### src/rtl/shift_pkg.sv
// Shared types and constants for the pipelined 16-bit left shifter (SLL / ROL).
package shift_pkg;

  localparam int DATA_W  = 16;
  localparam int SHAMT_W = 4;

  localparam logic MODE_SLL = 1'b0;
  localparam logic MODE_ROL = 1'b1;

  typedef struct packed {
    logic [DATA_W-1:0]  data;
    logic [SHAMT_W-1:0] shamt;
    logic               mode;
  } stage_t;

  function automatic logic mux2x1(input logic a, input logic b, input logic sel);
    return sel ? b : a;
  endfunction

endpackage

### src/rtl/shift_left_pipe_if.sv
// Request/result handshake bundle of the left shifter; master drives requests, slave is the shifter.
interface shift_left_pipe_if;
  import shift_pkg::*;

  logic               in_valid;
  logic               in_ready;
  logic [DATA_W-1:0]  in_data;
  logic [SHAMT_W-1:0] in_shamt;
  logic               in_mode;
  logic               out_valid;
  logic               out_ready;
  logic [DATA_W-1:0]  out_data;

  modport master (
    output in_valid, in_data, in_shamt, in_mode, out_ready,
    input  in_ready, out_valid, out_data
  );

  modport slave (
    input  in_valid, in_data, in_shamt, in_mode, out_ready,
    output in_ready, out_valid, out_data
  );

endinterface

### src/rtl/shl_stage.sv
// Combinational conditional shift by 2^K; vacated low bits take zeros (SLL) or the wrapped top bits (ROL).
module shl_stage
  import shift_pkg::*;
#(
  parameter int K = 0
) (
  input  logic [DATA_W-1:0] d_i,
  input  logic              sel_i,
  input  logic              mode_i,
  output logic [DATA_W-1:0] d_o
);

  localparam int S = 1 << K;

  logic [DATA_W-1:0] shifted;

  for (genvar i = 0; i < DATA_W; i++) begin : g_bit
    if (i >= S) begin : g_move
      assign shifted[i] = d_i[i-S];
    end else begin : g_fill
      assign shifted[i] = (mode_i == MODE_ROL) & d_i[DATA_W-S+i];
    end
    assign d_o[i] = mux2x1(d_i[i], shifted[i], sel_i);
  end

endmodule

### src/rtl/shift_left_pipe.sv
// Four-stage pipelined 16-bit left shifter (SLL/ROL) with valid/ready and per-stage bubble collapsing.
// Only WIDTH=16 / STAGES=4 is supported.
module shift_left_pipe
  import shift_pkg::*;
#(
  parameter int WIDTH  = 16,
  parameter int STAGES = 4
) (
  input  logic              clk,
  input  logic              rst_n,
  shift_left_pipe_if.slave  bus
);

  logic [STAGES-1:0] v_q, v_d;
  logic [STAGES-1:0] rdy;
  logic [STAGES-1:0] up_v;
  stage_t            pl_q [STAGES];
  stage_t            pl_d [STAGES];
  stage_t            up   [STAGES];
  logic [DATA_W-1:0] shf  [STAGES];
  logic [WIDTH-1:0]  res;

  always_comb begin
    up[0]   = {bus.in_data, bus.in_shamt, bus.in_mode};
    up_v[0] = bus.in_valid;
    for (int k = 1; k < STAGES; k++) begin
      up[k]   = pl_q[k-1];
      up_v[k] = v_q[k-1];
    end
  end

  for (genvar k = 0; k < STAGES; k++) begin : g_stage
    // Flattened ready chain: stage k can load if any stage from k to the output is empty, or the consumer takes.
    assign rdy[k] = bus.out_ready | ~(&v_q[STAGES-1:k]);

    shl_stage #(.K(k)) u_shl (
      .d_i    (up[k].data),
      .sel_i  (up[k].shamt[k]),
      .mode_i (up[k].mode),
      .d_o    (shf[k])
    );
  end

  always_comb begin
    for (int k = 0; k < STAGES; k++) begin
      v_d[k]  = v_q[k];
      pl_d[k] = pl_q[k];
      if (rdy[k]) begin
        v_d[k]       = up_v[k];
        pl_d[k]      = up[k];
        pl_d[k].data = shf[k];
      end
    end
  end

  // Pipeline registers: valid and payload for every stage
  always_ff @(posedge clk or negedge rst_n) begin
    if (!rst_n) begin
      v_q <= '0;
      for (int k = 0; k < STAGES; k++) pl_q[k] <= '0;
    end else begin
      v_q <= v_d;
      for (int k = 0; k < STAGES; k++) pl_q[k] <= pl_d[k];
    end
  end

  assign res           = pl_q[STAGES-1].data;
  assign bus.in_ready  = rdy[0];
  assign bus.out_valid = v_q[STAGES-1];
  assign bus.out_data  = res;

endmodule
### src/flat_wrapper.sv
// flat-port wrapper written by rule: the top's interface ports become plain ports
module shift_left_pipe_flat import shift_pkg::*;
#(
  parameter int WIDTH  = 16,
  parameter int STAGES = 4
)
  (clk, rst_n, bus_in_valid, bus_in_data, bus_in_shamt, bus_in_mode, bus_out_ready, bus_in_ready, bus_out_valid, bus_out_data);
  shift_left_pipe_if bus_i ();
  input  logic clk;
  input  logic rst_n;
  input wire logic [$bits(bus_i.in_valid)-1:0] bus_in_valid;
  input wire logic [$bits(bus_i.in_data)-1:0] bus_in_data;
  input wire logic [$bits(bus_i.in_shamt)-1:0] bus_in_shamt;
  input wire logic [$bits(bus_i.in_mode)-1:0] bus_in_mode;
  input wire logic [$bits(bus_i.out_ready)-1:0] bus_out_ready;
  output wire logic [$bits(bus_i.in_ready)-1:0] bus_in_ready;
  output wire logic [$bits(bus_i.out_valid)-1:0] bus_out_valid;
  output wire logic [$bits(bus_i.out_data)-1:0] bus_out_data;
  assign bus_i.in_valid = bus_in_valid;
  assign bus_i.in_data = bus_in_data;
  assign bus_i.in_shamt = bus_in_shamt;
  assign bus_i.in_mode = bus_in_mode;
  assign bus_i.out_ready = bus_out_ready;
  assign bus_in_ready = bus_i.in_ready;
  assign bus_out_valid = bus_i.out_valid;
  assign bus_out_data = bus_i.out_data;
  shift_left_pipe #(.WIDTH(WIDTH), .STAGES(STAGES)) u_core (.clk(clk), .rst_n(rst_n), .bus(bus_i));
endmodule
### config.mk
export PLATFORM = sky130hd
export DESIGN_NAME = shift_left_pipe_flat
export DESIGN_NICKNAME = d
export VERILOG_FILES = /design/src/rtl/shift_pkg.sv /design/src/rtl/shift_left_pipe_if.sv /design/src/rtl/shl_stage.sv /design/src/rtl/shift_left_pipe.sv /design/src/flat_wrapper.sv
export SDC_FILE = /design/constraint.sdc
export NUM_CORES = 1
export LEC_CHECK = 0
export CAP_MARGIN = 20
export CORE_ASPECT_RATIO = 0.5
export CORE_MARGIN = 2
export CORE_UTILIZATION = 35
export CTS_CLUSTER_DIAMETER = 40
export DETAILED_ROUTE_END_ITERATION = 8
export GPL_ROUTABILITY_DRIVEN = 0
export MAX_ROUTING_LAYER = met4
export PLACE_DENSITY = 0.52
export SETUP_SLACK_MARGIN = 0.1
export SLEW_MARGIN = 20
export SYNTH_ARGS = -nofsm -noshare
export SYNTH_HDL_FRONTEND = slang
export SYNTH_SLANG_ARGS = --single-unit
### constraint.sdc
create_clock -name clk -period 2.25 [get_ports clk]
set_input_delay 0.675 -clock clk [delete_from_list [all_inputs] [get_ports clk]]
set_output_delay 0.675 -clock clk [all_outputs]
set_load 0.05 [all_outputs]
# Yosys cells after proc, flatten, opt, wreduce, memory -nomap -nowiden
# Index checks and enable logic that the tools add are counted.
[op_classes]
muxes = 64
bitwise_logic = 23
n_reduce_logical = 3
[op_table]
columns = ["cell", "n"]
rows = [
  ["$mux 1", 64],
  ["$and 1x1->1", 15],
  ["$not 1->1", 4],
  ["$or 1x1->1", 4],
  ["$reduce_and 4->1", 1],
  ["$reduce_and 3->1", 1],
  ["$reduce_and 2->1", 1],
]
[totals]
reg_bits = 83
input_bits = 25
out_inout_bits = 18
elab_cells = 104

# Logic depth before layout (Yosys ltp)
[logic_depth]
ltp_word = 3
depth_mapped = 6
mapped_depth_nobuf = 4

# Hierarchy
# From an unflattened synthesis, not the netlist that was laid out.
[unflattened]
cells_unflattened = 276
hier_area_um2 = 4017.6
[by_module_without_submodules]
columns = ["module", "instances", "cells_per_inst", "area_each_um2", "seq_area_each_um2"]
rows = [
  ["shift_left_pipe", 1, 184, 3049.2, 1926.8],
  ["shl_stage (u_core.g_stage[2].u_shl)", 1, 26, 257.7, 0.0],
  ["shl_stage (u_core.g_stage[0].u_shl)", 1, 20, 244.0, 0.0],
  ["shl_stage (u_core.g_stage[1].u_shl)", 1, 22, 239.0, 0.0],
  ["shl_stage (u_core.g_stage[3].u_shl)", 1, 24, 227.7, 0.0],
]

# Worst setup path after synthesis
# OpenSTA, ideal clock, no wires.
[synth_path]
kind = "register to output"
startpoint = "reg u_core.v_q[3]"
endpoint = "out bus_in_ready"
t_arrival_ns = 1.435
required_time_ns = 1.575
path_slack_ns = 0.140
stages_incl_launch_ff = 6
path_buffers = 2
path_cell_list = "dfrtp_1 and4b_1 buf_4 and2_1 buf_6 inv_4"
[synth_via]
elab_chain_cells = 3
[synth_rtl]
columns = ["element", "line_no", "source"]
rows = [
  ["start, declared", "shift_left_pipe.sv:14", "logic [STAGES-1:0] v_q, v_d;"],
  ["start signal, assigned", "shift_left_pipe.sv:62", "v_q <= v_d;"],
  ["$reduce_and 4->1", "shift_left_pipe.sv:34", "assign rdy[k] = bus.out_ready | ~(&v_q[STAGES-1:k]);"],
  ["$not 1->1", "shift_left_pipe.sv:34", ""],
  ["$or 1x1->1", "shift_left_pipe.sv:34", ""],
  ["end, declared", "flat_wrapper.sv:16", "output wire logic [$bits(bus_i.in_ready)-1:0] bus_in_ready;"],
]
# No other way between the ends.

# Worst setup path in the final report
[layout_path]
startpoint = "in bus_out_ready"
endpoint = "out bus_in_ready"
[layout_via]
elab_chain_cells = 1
[layout_rtl]
columns = ["element", "line_no", "source"]
rows = [
  ["start, declared", "flat_wrapper.sv:15", "input wire logic [$bits(bus_i.out_ready)-1:0] bus_out_ready;"],
  ["$or 1x1->1", "shift_left_pipe.sv:34", ""],
]
# No other way between the ends.

==> key figures <==
Timing
  • Final hold viol count: 0
  • Endpoints failing setup: 0
  • Clk_skew: 0.00220 ns
  • Relative slew margins: 45.0%
  • Crit share post-route: 92.0%
  • Post-route minimum period: 2.07 ns
  • Fmax: 0.483 GHz
  • Worst slew pin tran: 0.825 ns
  • Fin. max-slew vios: 0
  • Unrepaired setup endpoints after global routing: false

GRT
  • Vias in the first global route: 2,378
  • First-pass GRT wire length: 11,900 um
  • Grt ovf: 0
  • Pin count of the biggest net entering global routing: 52
  • Tot GR Track Use: 14.2%
  • Initial antenna violation count: 0

Pwr
  • Maximum VDD drop: 0.000435 V
  • Leak Pwr: 0.00190 uW
  • Pwr Total: 4630 uW
  • Pwr per Cell Area: 1080 nW/um2

Synthesis
  • Synth top area share: 53.4%
  • Cells after synthesis: 351
  • Syn Std Cell Area: 3610 um2
  • Synth warn: 0
  • #FFs+latches synth: 77
  • Most numerous cell in the Yosys netlist: dfrtp_1
  • Post-synth top area cell: dfrtp_1
  • Synth cell types: 22
  • Register area share after synthesis: 53.4%
  • Primary FF master, synth: dfrtp_1
  • Number of flops mapped to enable cells by yosys: 0
  • Top post-synthesis cells by area: dfrtp_1 (53%), mux2i_1 (14%), o21ai_0 (6.7%), nand2_1 (4.3%), buf_4 (3.5%)
  • Async SR Flop Fraction: 100%
  • Syn_area_per_cell: 10.3 um2
  • Synth top cells by count: dfrtp_1 (77), mux2i_1 (49), o21ai_0 (48)
  • Syn_nets: 376

Floorplanning
  • Die Y: 75.8 um
  • Die width: 148 um
  • Core area: 10,100 um2
  • # rows: 26
  • Effective utilization at floorplan: 35.7%
  • Boundary Pins: 43
  • Total die area: 11,200 um2

Detailed routing
  • First drt pass iteration count: 4
  • Via/cell ratio: 4.67
  • Total Wirelength: 7150 um
  • Antenna viol nets, final: 0
  • Avg WL per Cell: 13.9 um
  • Initial DRC count: 118
  • Residual DRC: 0
  • Vias: 2,412

Placed design
  • Port bufs: 42
  • Post-DP HPWL: 5270 um

Setup path
  • Crit path arrival time: 1.39 ns
  • R2R cell count: 4
  • Worst EP required: 1.57 ns
  • Critical path launch point type: input pin
  • Crit path max fanout: 4
  • WS Path Type: input pin to output pin
  • Crit. End Element: output pin

Clock network
  • Clk sink count: 77
  • Clk buf depth: 2
  • H-Tree Depth: 3
  • Clock root buffer: clkbuf_16
  • Hold-fix buffers, CTS: 0
  • Reg clk slew, reported paths: 0.05 ns
  • CTS tree: yes
  • CTS Buf Count: 9
  • Clk Latency, worst-skew pair: 0.32 ns

Final layout
  • Final #Nets: 398
  • Layout cells sized above 1: 14.1%
  • N_diodes: 0
  • Synth-to-Final Area Change: 18.7%
  • Fillers: 1,005
  • Final Util: 42.3%

Run status
  • Outcome: finished, final reports clean

Worst hold path
  • Worst hold path type: input pin to async pin

Run
  • Max Cap Violations: 0
layer usage:
layer  wire (um)  track usage (%)  vias to the layer above
li1            -                -                     1244
met1        3860             19.6                     1126
met2        2990             20.9                       38
met3         257             3.29                        4
met4          44             4.49                        0
met5           0                -                        -
critical path, cell delays in order:
cell	delay, ns
clkbuf_2	0.11
and4b_1	0.27
and2_4	0.17
inv_4	0.03
buf_6	0.14
cells by family (layout without fill, tap and decap cells):
family	Yosys count	count (layout)	share of synthesized area (%)
AOI/OAI and AO/OA	79	79	11.2
buffers and inverters	42	67	6.90
DFF	77	77	53.4
muxes	55	55	15.8
and+or+nand+nor	98	98	12.7
final timing paths:
check	startpoint	end	slack, ns
worst max-delay path	bus_out_ready	bus_in_ready	0.18
worst min-delay path	rst_n	u_core.pl_q[70]	0.34
worst max register to register	u_core.v_q[3]	u_core.pl_q[63]	0.79
worst min register to register	u_core.pl_q[46]	u_core.pl_q[46]	0.48
max in group asynchronous	rst_n	u_core.pl_q[62]	1.23
min in group clk	u_core.pl_q[46]	u_core.pl_q[46]	0.48
placed cells by master (no fill, tap or decap), types with 2 or more instances in the layout:
cell             instances
clkbuf_8                 2
mux2i_1                 49
nand2_1                 41
nor2b_1                 15
a21oi_1                 23
nor2_1                  16
clkdlybuf4s50_1         22
mux2_4                   3
buf_12                   2
clkbuf_16                9
o21ai_0                 48
nand2b_1                 3
dfrtp_1                 76
buf_4                   24
nand3_1                 16
clkinv_2                 2
mux2_2                   3
a31oi_1                  8
timing repair:
action / 4_1_cts / 5_1_grt
hold endpoints to repair: 0 / 0
setup buffers: 0 / 0
resized for setup: 4 / 3
pin swaps: 0 / 0
endpoints found under the setup margin: 2 / 1
cloned: 0 / 0
flip-flops by register name, summed over array words and instances, names as in the netlist:
name and cells:
u_core.pl_q 57, u_core.bus.out_data 16, u_core.v_q 4
through the flow:
stage          cell area (um2)  cells  setup slack [ns]  TNS, ns  hold slack [ns]
2_1_floorplan             3610    351             0.140        0            0.379
4_1_cts                   4290    516            0.0114        0            0.343
5_1_grt                   4280    516             0.135        0            0.375
6_report                  4280    516             0.181        0            0.342
3_3_place_gp              4020    502            -0.274   -0.334            0.460
3_5_place_dp              4020    502            -0.272   -0.330            0.464
final cells by class:
cell class	instances	area, um2	area share (%)
well taps	140	175	4.09
clock inverters	2	10.0	0.234
flip-flops and latches	77	1930	45.0
inverters	1	6.26	0.146
clock buffers	12	256	5.99
multi-input cells	232	1440	33.6
repair buffers	52	470	11.0
power breakdown:
group	internal (uW)	total, uW	switching (uW)
Combinational	511	1330	822
Clock	790	1280	491
Sequential	1720	2010	287
Note: power is estimated with default switching activity, not from simulation.
